===== src/rtl/player_input_scheduler.sv =====
// Per-frame action scheduler between the raw controller buttons and PlayerLogic.
// Optional build macro SCHED_AUTOREPEAT_EN: a held direction keeps re-latching and repeats moves.
module player_input_scheduler #(
    parameter int ATTACK_HOLD_FRAMES = 11,
    parameter int COOLDOWN_FRAMES    = 8,
    parameter int MOVE_PERIOD_FRAMES = 4
) (
    input  logic       clk,
    input  logic       reset,
    input  logic [4:0] btn_in,
    input  logic       frame_end,
    output logic [4:0] input_data,
    output logic       busy,
    output logic [1:0] sched_state
);

    localparam int HOLD_W = $clog2(ATTACK_HOLD_FRAMES + 1);
    localparam int CD_W   = $clog2(COOLDOWN_FRAMES + 1);
    localparam int GAP_W  = $clog2(MOVE_PERIOD_FRAMES + 1);

    localparam logic [HOLD_W-1:0] HOLD_LOAD = HOLD_W'(ATTACK_HOLD_FRAMES - 1);
    localparam logic [CD_W-1:0]   CD_LOAD   = CD_W'(COOLDOWN_FRAMES - 1);
    localparam logic [GAP_W-1:0]  GAP_LOAD  = GAP_W'(MOVE_PERIOD_FRAMES - 1);

    localparam logic [4:0] ATTACK_ACTION = 5'b10000;

    typedef enum logic [1:0] {
        ST_COLLECT  = 2'd0,
        ST_MOVE     = 2'd1,
        ST_ATTACK   = 2'd2,
        ST_COOLDOWN = 2'd3
    } state_t;

    state_t            state_q, state_d;
    logic [4:0]        input_data_q, input_data_d;
    logic              busy_q, busy_d;
    logic [HOLD_W-1:0] hold_cnt_q, hold_cnt_d;
    logic [CD_W-1:0]   cd_cnt_q, cd_cnt_d;
    logic [GAP_W-1:0]  move_gap_q, move_gap_d;
    logic [3:0]        dir_latch_q, dir_latch_d;
    logic              atk_latch_q, atk_latch_d;
    logic              frame_end_q;
    logic              atk_btn_q;

    logic       tick;
    logic       accepting;
    logic       atk_new;
    logic [3:0] dir_new;
    logic [3:0] dir_eff;
    logic       atk_eff;
    logic [3:0] dir_pick;

    assign tick      = frame_end & ~frame_end_q;
    assign accepting = (state_q == ST_COLLECT) || (state_q == ST_MOVE);
    assign atk_new   = btn_in[4] & ~atk_btn_q;

`ifdef SCHED_AUTOREPEAT_EN
    assign dir_new = btn_in[3:0];
`else
    logic [3:0] dir_btn_q;

    assign dir_new = btn_in[3:0] & ~dir_btn_q;

    always_ff @(posedge clk) begin
        if (reset) dir_btn_q <= 4'b0000;
        else       dir_btn_q <= btn_in[3:0];
    end
`endif

    // Presses arriving on the tick cycle itself take part in that tick's resolution.
    assign dir_eff  = dir_latch_q | (accepting ? dir_new : 4'b0000);
    assign atk_eff  = atk_latch_q | (accepting & atk_new);
    assign dir_pick = dir_eff & 4'(~dir_eff + 4'd1);

    always_comb begin
        state_d      = state_q;
        input_data_d = input_data_q;
        hold_cnt_d   = hold_cnt_q;
        cd_cnt_d     = cd_cnt_q;
        move_gap_d   = move_gap_q;
        dir_latch_d  = dir_eff;
        atk_latch_d  = atk_eff;

        if (tick) begin
            dir_latch_d = 4'b0000;
            atk_latch_d = 1'b0;
            if (move_gap_q != '0) move_gap_d = move_gap_q - 1'b1;
        end

        case (state_q)
            ST_COLLECT: begin
                if (tick) begin
                    if (atk_eff) begin
                        input_data_d = ATTACK_ACTION;
                        hold_cnt_d   = HOLD_LOAD;
                        state_d      = ST_ATTACK;
                    end else if ((dir_eff != 4'b0000) && (move_gap_q == '0)) begin
                        input_data_d = {1'b0, dir_pick};
                        move_gap_d   = GAP_LOAD;
                        state_d      = ST_MOVE;
                    end else begin
                        input_data_d = 5'b00000;
                    end
                end
            end
            ST_MOVE: begin
                if (tick) begin
                    if (atk_eff) begin
                        input_data_d = ATTACK_ACTION;
                        hold_cnt_d   = HOLD_LOAD;
                        state_d      = ST_ATTACK;
                    end else begin
                        input_data_d = 5'b00000;
                        state_d      = ST_COLLECT;
                    end
                end
            end
            ST_ATTACK: begin
                if (tick) begin
                    if (hold_cnt_q == '0) begin
                        input_data_d = 5'b00000;
                        cd_cnt_d     = CD_LOAD;
                        state_d      = ST_COOLDOWN;
                    end else begin
                        hold_cnt_d = hold_cnt_q - 1'b1;
                    end
                end
            end
            ST_COOLDOWN: begin
                input_data_d = 5'b00000;
                if (tick) begin
                    if (cd_cnt_q == '0) state_d = ST_COLLECT;
                    else                cd_cnt_d = cd_cnt_q - 1'b1;
                end
            end
            default: begin
                input_data_d = 5'b00000;
                state_d      = ST_COLLECT;
            end
        endcase

        busy_d = (state_d == ST_ATTACK) || (state_d == ST_COOLDOWN);
    end

    always_ff @(posedge clk) begin
        if (reset) begin
            state_q      <= ST_COLLECT;
            input_data_q <= 5'b00000;
            busy_q       <= 1'b0;
            hold_cnt_q   <= '0;
            cd_cnt_q     <= '0;
            move_gap_q   <= '0;
            dir_latch_q  <= 4'b0000;
            atk_latch_q  <= 1'b0;
            frame_end_q  <= 1'b0;
            atk_btn_q    <= 1'b0;
        end else begin
            state_q      <= state_d;
            input_data_q <= input_data_d;
            busy_q       <= busy_d;
            hold_cnt_q   <= hold_cnt_d;
            cd_cnt_q     <= cd_cnt_d;
            move_gap_q   <= move_gap_d;
            dir_latch_q  <= dir_latch_d;
            atk_latch_q  <= atk_latch_d;
            frame_end_q  <= frame_end;
            atk_btn_q    <= btn_in[4];
        end
    end

    assign input_data  = input_data_q;
    assign busy        = busy_q;
    assign sched_state = state_q;

endmodule


===== config.mk =====
export PLATFORM = sky130hd
export DESIGN_NAME = player_input_scheduler
export DESIGN_NICKNAME = d
export VERILOG_FILES = /design/src/rtl/player_input_scheduler.sv
export SDC_FILE = /design/constraint.sdc
export NUM_CORES = 1
export LEC_CHECK = 0
export CAP_MARGIN = 20
export CORE_MARGIN = 1.5
export CORE_UTILIZATION = 50
export CTS_BUF_LIST = sky130_fd_sc_hd__clkbuf_4
export DETAILED_ROUTE_END_ITERATION = 7
export PLACE_DENSITY_LB_ADDON = 0.25
export SLEW_MARGIN = 10
export SYNTH_ARGS = -nofsm -noshare
export SYNTH_HDL_FRONTEND = slang
export SYNTH_SLANG_ARGS = --single-unit

===== constraint.sdc =====
create_clock -name clk -period 1.6 [get_ports clk]
set_input_delay 0.4 -clock clk [delete_from_list [all_inputs] [get_ports clk]]
set_output_delay 0.4 -clock clk [all_outputs]
set_load 0.01 [all_outputs]

==> run_summary.xml, run 1 <==
<?xml version="1.0" encoding="UTF-8"?>
<metrics>
  <group name="status">
    <metric name="outcome" unit="">finished, violations left</metric>
    <metric name="failing_checks" unit="">negative setup slack</metric>
  </group>
  <group name="die">
    <metric name="die_area" unit="um^2">3160</metric>
    <metric name="fp.coreArea" unit="um^2">2730</metric>
    <metric name="chipWidth" unit="um">56.2</metric>
    <metric name="floorplan.initialDensity" unit="">0.519</metric>
    <metric name="floorplan.io_pins" unit="">16</metric>
    <metric name="die_h" unit="um">56.2</metric>
    <metric name="floorplan.rows" unit="">19</metric>
  </group>
  <group name="synthesis">
    <metric name="area_fraction_in_and_or_nand_and_nor_cells_after_synthesis" unit="">0.255</metric>
    <metric name="synth.yosys.seq_area_share" unit="">0.410</metric>
    <metric name="compound_gate_fraction_of_synth_area" unit="">0.220</metric>
    <metric name="synth_warnings" unit="">0</metric>
    <metric name="synth-edff-count" unit="">0</metric>
    <metric name="synth-main-ff-cell" unit="">dfxtp_1</metric>
    <metric name="async_flop_share" unit="">0</metric>
    <metric name="synth_fa_ha_area_frac" unit="">0.0441</metric>
    <metric name="synth_top_cell_by_area" unit="">dfxtp_1</metric>
    <metric name="synthXorXnorAreaFrac" unit="">0.00618</metric>
    <metric name="synthCells" unit="">155</metric>
    <metric name="ys_ff_latch" unit="">29</metric>
    <metric name="synth_fp_nets" unit="">168</metric>
    <metric name="post_synth_main_area_contributors" unit="">dfxtp_1 (41%), ha_1 (4.4%), a21oi_1 (3.5%)</metric>
    <metric name="post_synth_mux_area_share" unit="">0.00706</metric>
    <metric name="avgSynthCellArea" unit="um^2">9.15</metric>
    <metric name="mappedNetlistArea" unit="um^2">1420</metric>
    <metric name="synth_top_cell_area_share" unit="">0.410</metric>
    <metric name="main_combinational_cell_family_by_area_after_synthesis" unit="">simple AND/OR/NAND/NOR gates</metric>
    <metric name="synthDistinctLibCells" unit="">49</metric>
  </group>
  <group name="flow_run">
    <metric name="max-cap-violations" unit="">0</metric>
  </group>
  <group name="sta">
    <metric name="tightestPinTransition" unit="ns">0.341</metric>
    <metric name="final_worst_slack" unit="ns">-0.0335</metric>
    <metric name="finalHoldViolations" unit="">0</metric>
    <metric name="setup_violations" unit="">1</metric>
    <metric name="setup_tns" unit="ns">-0.0335</metric>
    <metric name="fin_crit_sh" unit="">1.02</metric>
    <metric name="maxClockFrequency" unit="GHz">0.612</metric>
    <metric name="timing.clock.skew" unit="ns">0.0120</metric>
    <metric name="drv_slew" unit="">0</metric>
    <metric name="finalCriticalPeriod" unit="ns">1.63</metric>
    <metric name="grt_setup_unrepaired" unit="">true</metric>
    <metric name="slew_headroom" unit="">0.771</metric>
  </group>
  <group name="global_routing">
    <metric name="gr-usage-all-layers" unit="">0.223</metric>
    <metric name="number_of_global_route_vias_before_repair" unit="">1229</metric>
    <metric name="grt.overflow.total" unit="">0</metric>
    <metric name="grt_max_degree" unit="">24</metric>
    <metric name="grt_antenna_before_repair" unit="">0</metric>
    <metric name="grt_first_pass_wirelength" unit="mm">5.45</metric>
  </group>
  <group name="drt">
    <metric name="drtAntennaViolNets" unit="">0</metric>
    <metric name="wirelength_met1" unit="mm">1.50</metric>
    <metric name="wire_per_inst" unit="um">15.0</metric>
    <metric name="drc" unit="">0</metric>
    <metric name="routed-via-count" unit="">1286</metric>
    <metric name="wl_met3" unit="um">121</metric>
    <metric name="maxUsedRoutingLayer" unit="">met4</metric>
    <metric name="wl" unit="mm">3.34</metric>
    <metric name="drt_first_iter_violations" unit="">39</metric>
    <metric name="first_pass_iters" unit="">5</metric>
    <metric name="route.detailed.vias_per_inst" unit="">5.79</metric>
    <metric name="wl_met2" unit="mm">1.64</metric>
  </group>
  <group name="worst_setup_path">
    <metric name="critPathSlowestCell" unit="">dfxtp_2</metric>
    <metric name="worst-endpoint-arrival" unit="ns">1.86</metric>
    <metric name="slowest_cell_delay_on_critical_path" unit="ns">0.36</metric>
    <metric name="critPathKind" unit="">register to register</metric>
    <metric name="timing.critical_path.to_type" unit="">register</metric>
    <metric name="cp_top_family" unit="">compound AO/OA/AOI/OAI gates</metric>
    <metric name="crit_buf_inv" unit="">1</metric>
    <metric name="cp-start-kind" unit="">register</metric>
    <metric name="r2r_setup_slack" unit="ns">-0.03</metric>
    <metric name="worstPathRequired" unit="ns">1.83</metric>
    <metric name="critPathMaxFanout" unit="">5</metric>
    <metric name="timing.critical_path.cells" unit="">inv_2, ha_4, nor3b_4, o2111a_2, and4_1, a2111oi_2</metric>
  </group>
  <group name="clock_tree">
    <metric name="clock_tree_from_tritoncts" unit="">done</metric>
    <metric name="count_of_hold_buffers_inserted_by_post_cts_repair" unit="">0</metric>
    <metric name="clkSinkCount" unit="">29</metric>
    <metric name="worst_skew_pair.late_latency" unit="ns">0.33</metric>
    <metric name="htreeDepth" unit="">2</metric>
    <metric name="clk_path_buf_depth" unit="">2</metric>
    <metric name="tritoncts.num_buffers" unit="">5</metric>
    <metric name="clock-root-buffer" unit="">clkbuf_4</metric>
    <metric name="clkTransAtPathRegs" unit="ns">0.10</metric>
  </group>
  <group name="power_and_ir_drop">
    <metric name="post-layout-total-power" unit="uW">2070</metric>
    <metric name="pwr_density_cell" unit="nW/um^2">1090</metric>
    <metric name="irDropWorstVdd" unit="V">0.000965</metric>
    <metric name="cellLeakagePower" unit="uW">0.000787</metric>
  </group>
  <group name="final_layout">
    <metric name="multiInputGateArea" unit="um^2">845</metric>
    <metric name="areaGrowthSynthToFinish" unit="%">33.9</metric>
    <metric name="post_route_standard_cell_area_excluding_fillers" unit="um^2">1900</metric>
    <metric name="antenna_cells_inserted" unit="">0</metric>
    <metric name="layout_common_cells" unit="">dfxtp_1 (25), buf_4 (19), nor2_1 (11)</metric>
    <metric name="final_layout_size_suffix_gt1_frac" unit="">0.293</metric>
    <metric name="fin_nets" unit="">203</metric>
    <metric name="fillCellCount" unit="">223</metric>
    <metric name="layout_commonest_cell" unit="">dfxtp_1</metric>
    <metric name="ff_latch_area" unit="um^2">588</metric>
  </group>
  <group name="place">
    <metric name="port-buffer-count" unit="">15</metric>
    <metric name="routabilityCongestion" unit="">0.804</metric>
    <metric name="hpwl" unit="mm">2.36</metric>
    <metric name="placement.cell_area" unit="um^2">1700</metric>
  </group>
  <group name="min_path">
    <metric name="hold_path.class" unit="">register to register</metric>
  </group>
</metrics>
==> cells in the mapped netlist (3+ instances only) <==
master / instances
nor2_1: 11
o21ai_0: 5
a211oi_1: 4
inv_1: 11
ha_1: 5
a31oi_1: 3
nor3_1: 6
nand3_1: 3
a21o_1: 3
dfxtp_1: 29
nor2b_1: 8
nand2_1: 7
nand4_1: 3
nand2b_1: 3
nor3b_1: 4
a21oi_1: 10
==> sequential cells by signal, indices dropped and copies added, names as in the netlist, 3 cells and up, named ones only <==
signal       flops
input_data       5
cd_cnt_q         4
dir_btn_q        4
dir_latch_q      4
hold_cnt_q       4
move_gap_q       3
==> cell families after synthesis <==
family / Yosys count
simple gates: 60
compound gates: 40
flops: 29
buf+inv: 19
fa+ha+maj: 5
xor+xnor: 1
mux: 1
==> worst reg2reg max path, cell delays in order (launching register included) <==
cell and delay (ns):
dfxtp_2 0.36, inv_2 0.05, ha_4 0.14, nor3b_4 0.16
o2111a_2 0.31, and4_1 0.21, a2111oi_2 0.32
==> power breakdown <==
part / leakage [uW] / total [uW] / switching [uW] / internal [uW]
combinational: 0.000504 / 623 / 299 / 324
clock: 0.0000433 / 592 / 250 / 342
sequential: 0.000240 / 850 / 54.4 / 795
==> layout make-up <==
type / instances / share of cell area
multi-input combinational: 107 / 0.445
sequential: 29 / 0.310
timing repair buffer: 35 / 0.160
clock buffer: 6 / 0.0237
inverter: 12 / 0.0237
tap: 31 / 0.0204
clock inverter: 2 / 0.0178
==> stage by stage <==
| stage | std cells | setup slack [ns] | hold WS (ns) | util |
|---|---|---|---|---|
| after floorplan | 155 | 0.0682 | 0.461 | - |
| after CTS | 221 | 0.0167 | 0.466 | 0.664 |
| after global placement | 210 | -0.342 | 0.445 | 0.622 |
| after global routing | 222 | -0.0814 | 0.496 | 0.694 |
| final | 222 | -0.0335 | 0.461 | 0.694 |
| after detailed placement | 210 | -0.385 | 0.455 | 0.622 |
==> metal layers <==
layer	global-route usage	vias to the layer above
met3	0.0698	10
met5	0	-
met1	0.278	618
met2	0.355	24
met4	0.0986	0
li1	-	634
==> repair_timing <==
| item | in CTS | in global routing |
|---|---|---|
| setup buffers | 3 | 1 |
| setup endpoints to repair | 13 | 15 |
| pin swaps | 2 | 5 |
| resized for setup | 15 | 18 |
==> path summary, 6_finish.rpt <==
path / from / to / cells past startpoint
worst max-delay path: hold_cnt_q[1] / cd_cnt_q[2] / 6
worst min-delay path: input_data[0] / input_data[0] / 2
worst max register to register: hold_cnt_q[1] / cd_cnt_q[2] / 6
worst min register to register: input_data[0] / input_data[0] / 2
Note: power is estimated with default switching activity, not from simulation.
==> run 2, diff against run 1 <==
--- a/config.mk
+++ b/config.mk
@@ -5,12 +5,12 @@
 export SDC_FILE = /design/constraint.sdc
 export NUM_CORES = 1
 export LEC_CHECK = 0
-export CAP_MARGIN = 20
 export CORE_MARGIN = 1.5
 export CORE_UTILIZATION = 50
 export CTS_BUF_LIST = sky130_fd_sc_hd__clkbuf_4
 export DETAILED_ROUTE_END_ITERATION = 7
 export PLACE_DENSITY_LB_ADDON = 0.25
+export SKIP_LAST_GASP = 1
 export SLEW_MARGIN = 10
 export SYNTH_ARGS = -nofsm -noshare
 export SYNTH_HDL_FRONTEND = slang
==> run 2 against run 1 <==
- the run still ends with negative setup slack left
- largest power group unchanged
- sequential power is essentially flat
- setup slack lost 0.0012 ns
- cell count is the same
- first-iteration DRC count grew 15%
- die area is the same
- critical endpoint unchanged
==> run_summary.xml, run 2 (same netlist as run 1, synthesis figures left out) <==
<?xml version="1.0" encoding="UTF-8"?>
<metrics>
  <group name="clock_tree">
    <metric name="count_of_hold_buffers_inserted_by_post_cts_repair" unit="">0</metric>
    <metric name="clkTransAtPathRegs" unit="ns">0.10</metric>
    <metric name="worst_skew_pair.late_latency" unit="ns">0.33</metric>
    <metric name="htreeDepth" unit="">2</metric>
    <metric name="clk_path_buf_depth" unit="">2</metric>
    <metric name="clkSinkCount" unit="">29</metric>
    <metric name="clock-root-buffer" unit="">clkbuf_4</metric>
    <metric name="tritoncts.num_buffers" unit="">5</metric>
    <metric name="clock_tree_from_tritoncts" unit="">done</metric>
  </group>
  <group name="place">
    <metric name="routabilityCongestion" unit="">0.804</metric>
    <metric name="hpwl" unit="mm">2.36</metric>
    <metric name="numPlacedInstances" unit="">210</metric>
    <metric name="port-buffer-count" unit="">15</metric>
  </group>
  <group name="sta">
    <metric name="timing.clock.skew" unit="ns">0.0128</metric>
    <metric name="hold_ws" unit="ns">0.461</metric>
    <metric name="drv_slew" unit="">0</metric>
    <metric name="tightestPinTransition" unit="ns">0.345</metric>
    <metric name="grt_setup_unrepaired" unit="">true</metric>
    <metric name="finalHoldViolations" unit="">0</metric>
    <metric name="final_worst_slack" unit="ns">-0.0347</metric>
    <metric name="setup_violations" unit="">1</metric>
    <metric name="finalCriticalPeriod" unit="ns">1.63</metric>
    <metric name="fin_crit_sh" unit="">1.02</metric>
    <metric name="maxClockFrequency" unit="GHz">0.612</metric>
    <metric name="slew_headroom" unit="">0.768</metric>
  </group>
  <group name="status">
    <metric name="failing_checks" unit="">negative setup slack</metric>
    <metric name="outcome" unit="">finished, violations left</metric>
  </group>
  <group name="power_and_ir_drop">
    <metric name="cellLeakagePower" unit="uW">0.000783</metric>
    <metric name="pwr_density_cell" unit="nW/um^2">1090</metric>
    <metric name="irDropWorstVdd" unit="V">0.000966</metric>
  </group>
  <group name="final_layout">
    <metric name="areaGrowthSynthToFinish" unit="%">33.4</metric>
    <metric name="layout_commonest_cell" unit="">dfxtp_1</metric>
    <metric name="layout_common_cells" unit="">dfxtp_1 (25), buf_4 (19), nor2_1 (11)</metric>
    <metric name="largest_reg_flops" unit="">5</metric>
    <metric name="final_cells" unit="">222</metric>
    <metric name="antenna_cells_inserted" unit="">0</metric>
    <metric name="final_core_occ" unit="">0.692</metric>
    <metric name="fillCellCount" unit="">225</metric>
    <metric name="final_layout_size_suffix_gt1_frac" unit="">0.283</metric>
    <metric name="fin_nets" unit="">203</metric>
  </group>
  <group name="global_routing">
    <metric name="number_of_global_route_vias_before_repair" unit="">1229</metric>
    <metric name="grt_first_pass_wirelength" unit="mm">5.45</metric>
    <metric name="grt_antenna_before_repair" unit="">0</metric>
    <metric name="grt_max_degree" unit="">24</metric>
    <metric name="gr-usage-all-layers" unit="">0.223</metric>
    <metric name="grt.overflow.total" unit="">0</metric>
  </group>
  <group name="worst_setup_path">
    <metric name="timing.critical_path.to_type" unit="">register</metric>
    <metric name="worstPathRequired" unit="ns">1.82</metric>
    <metric name="worst-endpoint-arrival" unit="ns">1.86</metric>
    <metric name="critPathMaxFanout" unit="">5</metric>
    <metric name="cp-start-kind" unit="">register</metric>
    <metric name="r2r-start" unit="">hold_cnt_q[1]</metric>
    <metric name="critPathKind" unit="">register to register</metric>
    <metric name="critPathLaunch" unit="">hold_cnt_q[1]</metric>
  </group>
  <group name="drt">
    <metric name="drc" unit="">0</metric>
    <metric name="route.detailed.vias_per_inst" unit="">5.79</metric>
    <metric name="wire_per_inst" unit="um">15.2</metric>
    <metric name="first_pass_iters" unit="">4</metric>
    <metric name="routed-via-count" unit="">1286</metric>
    <metric name="drt_first_iter_violations" unit="">45</metric>
    <metric name="wl" unit="mm">3.37</metric>
    <metric name="drtAntennaViolNets" unit="">0</metric>
  </group>
  <group name="die">
    <metric name="die_h" unit="um">56.2</metric>
    <metric name="die_area" unit="um^2">3160</metric>
    <metric name="floorplan.rows" unit="">19</metric>
    <metric name="chipWidth" unit="um">56.2</metric>
    <metric name="floorplan.initialDensity" unit="">0.519</metric>
    <metric name="floorplan.io_pins" unit="">16</metric>
    <metric name="fp.coreArea" unit="um^2">2730</metric>
  </group>
  <group name="flow_run">
    <metric name="max-cap-violations" unit="">0</metric>
  </group>
  <group name="min_path">
    <metric name="hold_path.class" unit="">register to register</metric>
    <metric name="worst_hold_startpoint" unit="">input_data[0]</metric>
  </group>
</metrics>
## run 2: cell types whose count changed in the layout (fill, tap and decap cells not counted)
| cell | before | now |
|---|---|---|
| and4_1 | 1 | 2 |
| o31ai_2 | 1 | 0 |
| o31ai_1 | 1 | 2 |
| and4_4 | 1 | 0 |
## run 2: layout make-up
type	count	area [um^2]	share of cell area
multi-input cells	107	837	0.443
flip-flops and latches	29	588	0.311
repair buffers	35	303	0.160
clock buffers	6	45.0	0.0238
inverters	12	45.0	0.0238
well taps	31	38.8	0.0205
clock inverters	2	33.8	0.0179
## run 2: metal layers
layer,track usage,vias up,share of wire,wire (um)
met5,0,-,0,0
met4,0.0986,0,0.023,78
met3,0.0698,10,0.038,129
met2,0.355,30,0.49,1660
met1,0.278,611,0.44,1500
li1,-,635,-,-
## run 2: stage by stage
| stage | instance area (um^2) | worst slack [ns] | TNS [ns] | total power [uW] |
|---|---|---|---|---|
| final | 1890 | -0.0347 | -0.0347 | 2060 |
| after global routing | 1890 | -0.0814 | -0.134 | 2170 |
| after CTS | 1810 | 0.0167 | 0 | 2020 |
| after detailed placement | 1700 | -0.385 | -4.59 | 1410 |
| after global placement | 1700 | -0.342 | -3.89 | 1380 |
| after floorplan | 1420 | 0.0682 | 0 | 1220 |
## run 2: worst paths after layout
path / endpoint / slack [ns] / cells past startpoint
worst max-delay path: cd_cnt_q[2] / -0.03 / 6
worst min-delay path: input_data[0] / 0.46 / 2
worst max register to register: cd_cnt_q[2] / -0.03 / 6
worst min register to register: input_data[0] / 0.46 / 2
## run 2: repair_timing
action	4_1_cts	5_1_grt
setup buffers	3	1
gates resized for setup	15	16
endpoints found under the setup margin	13	15
pin swaps	2	5
## run 2: power breakdown
group	switching [uW]	total [uW]	internal, uW	leakage, uW
logic	297	616	319	0.000500
clock network	251	593	342	0.0000433
registers	54.0	849	795	0.000240
## run 2: critical path, cell delays in order (launching register included)
cell	delay, ns
dfxtp_2	0.36
inv_2	0.05
ha_4	0.14
nor3b_4	0.16
o2111a_2	0.31
and4_1	0.21
a2111oi_2	0.32
==> variant, RTL diff (config.mk and constraints of run 1) <==
Add an input register stage for `frame_end`, with the module's reset; this delays it by one clock. The other inputs are not delayed to match.
--- a/src/rtl/player_input_scheduler.sv
+++ b/src/rtl/player_input_scheduler.sv
@@ -31,6 +31,16 @@
         ST_COOLDOWN = 2'd3
     } state_t;
 
+    logic frame_end_r;
+
+    always_ff @(posedge clk) begin
+        if (reset) begin
+            frame_end_r <= '0;
+        end else begin
+            frame_end_r <= frame_end;
+        end
+    end
+
     state_t            state_q, state_d;
     logic [4:0]        input_data_q, input_data_d;
     logic              busy_q, busy_d;
@@ -50,7 +60,7 @@
     logic       atk_eff;
     logic [3:0] dir_pick;
 
-    assign tick      = frame_end & ~frame_end_q;
+    assign tick      = frame_end_r & ~frame_end_q;
     assign accepting = (state_q == ST_COLLECT) || (state_q == ST_MOVE);
     assign atk_new   = btn_in[4] & ~atk_btn_q;
 
@@ -163,7 +173,7 @@
             move_gap_q   <= move_gap_d;
             dir_latch_q  <= dir_latch_d;
             atk_latch_q  <= atk_latch_d;
-            frame_end_q  <= frame_end;
+            frame_end_q  <= frame_end_r;
             atk_btn_q    <= btn_in[4];
         end
     end
Formal check against the unedited RTL: not equivalent (a bounded check fails within 4 cycles, from zero or initial values and one cycle with reset high).
==> variant against run 1 <==
- the run still ends with negative setup slack left
- sequential cell count rose by 1
- design area rose by 5.3%
- area after synthesis fell by 1.8%
- power fell by 10%
- critical path depth rose by 1
- critical path type unchanged
- worst hold slack got worse by 0.0016 ns
- worst setup slack got worse by 0.11 ns
- wire length rose by 14%
- global-route usage rose by 3.1 points
==> variant: results (changes against run 1) <==
first-pass GRT wire length=6100 um (+12%); Post-DP Area=0.00175 mm^2 (+2.9%); routed vias/inst=5.83 (+0.56%); Metal-1 WL=1470 um (-2.1%); grt met2 use=48.5% (+13 points); Synth Area in Adders=4.49% (+0.079 points); DR pass1 iterations=4 (-1); Netlist cell types=48 (-2.0%); Post-synth top cells=dfxtp_1 (30), nor2_1 (12), a21oi_1 (11); final setup violating endpoints=4 (+3); average size of a mapped cell=9.16 um^2 (+0.17%); DR iter-0 viols=38 (-2.6%); CP max stage delay=0.48 ns (+0.12 ns); Worst Reg-to-Reg Cells=7 (+1); routed vias=1334 (+3.7%); metal3 WL=187 um (+55%); delay-heaviest family, CP=simple AND/OR/NAND/NOR gates; xor-xnor portion of the synthesized cell area=0% (-0.62 points); met1 GRT Util=25.0% (-2.8 points); Seq/Total Area, Yosys=43.1% (+2.2 points); failing checks=negative setup slack; highest ir drop seen on vdd=1220 uV (+26%); Max-slew headroom=76.3% (-0.73 points); Hold Path Origin=cd_cnt_q[0]; mux cell area share after synthesis=1.44% (+0.73 points); outcome=finished, violations left; largest net degree at the start of global routing=13 (-46%); dpl hpwl=2550 um (+8.0%); worst setup path start=move_gap_q[0]; Total GRT Usage=25.5% (+3.1 points); Setup Fix Bufs, Post-CTS=4 (+1); WL final=3810 um (+14%); GPL Wtd Cong=0.792 (-1.6%); hold path cells=1 (-1); post-CTS sizing=29 (+14); syn_nets=165 (-1.8%); crit path DAT=1.99 ns (+0.13 ns); P_leak=0.821 nW (+4.4%); worst setup margin=-0.144 ns (-0.110 ns); vias in the first global route=1399 (+14%); post-synthesis compound-gate area fraction=15.7% (-6.3 points); final setup TNS=-0.295 ns (-0.262 ns); slowest stage cell, crit path=or4b_4; WL met2=2050 um (+25%); share of layout cells above drive strength 1=38.2% (+8.9 points)
variant: cell count changes after synthesis, moves of 3 or more:
cell | run 1 | this run
a21o_1 | 3 | 0
inv_1 | 11 | 8
nor3_1 | 6 | 10
o21ai_1 | 0 | 3
or3_1 | 0 | 3
variant: cell families (layout without fill, tap and decap cells):
group | after synthesis | in the layout
and+or+nand+nor | 67 | 67
AOI/OAI and AO/OA | 32 | 32
buffers and inverters | 16 | 63
muxes | 2 | 2
DFF | 30 | 30
adders and majority gates | 5 | 5
variant: report_power, final:
group	internal, W	leakage, nW	total (W)	switching [W]
combinational	0.000213	0.528	0.000423	0.000210
sequential	0.000789	0.249	0.000821	0.0000325
clock	0.000323	0.0450	0.000608	0.000285
total	0.00133	0.821	0.00185	0.000527
variant: area by class of cell:
class / count / area, um^2
Timing Repair Buffer: 46 / 380
Fill cell: 174 / 547
Sequential cell: 30 / 611
Multi-Input combinational cell: 106 / 858
Clock inverter: 3 / 40.0
Clock buffer: 5 / 37.5
Tap cell: 30 / 37.5
Inverter: 9 / 33.8
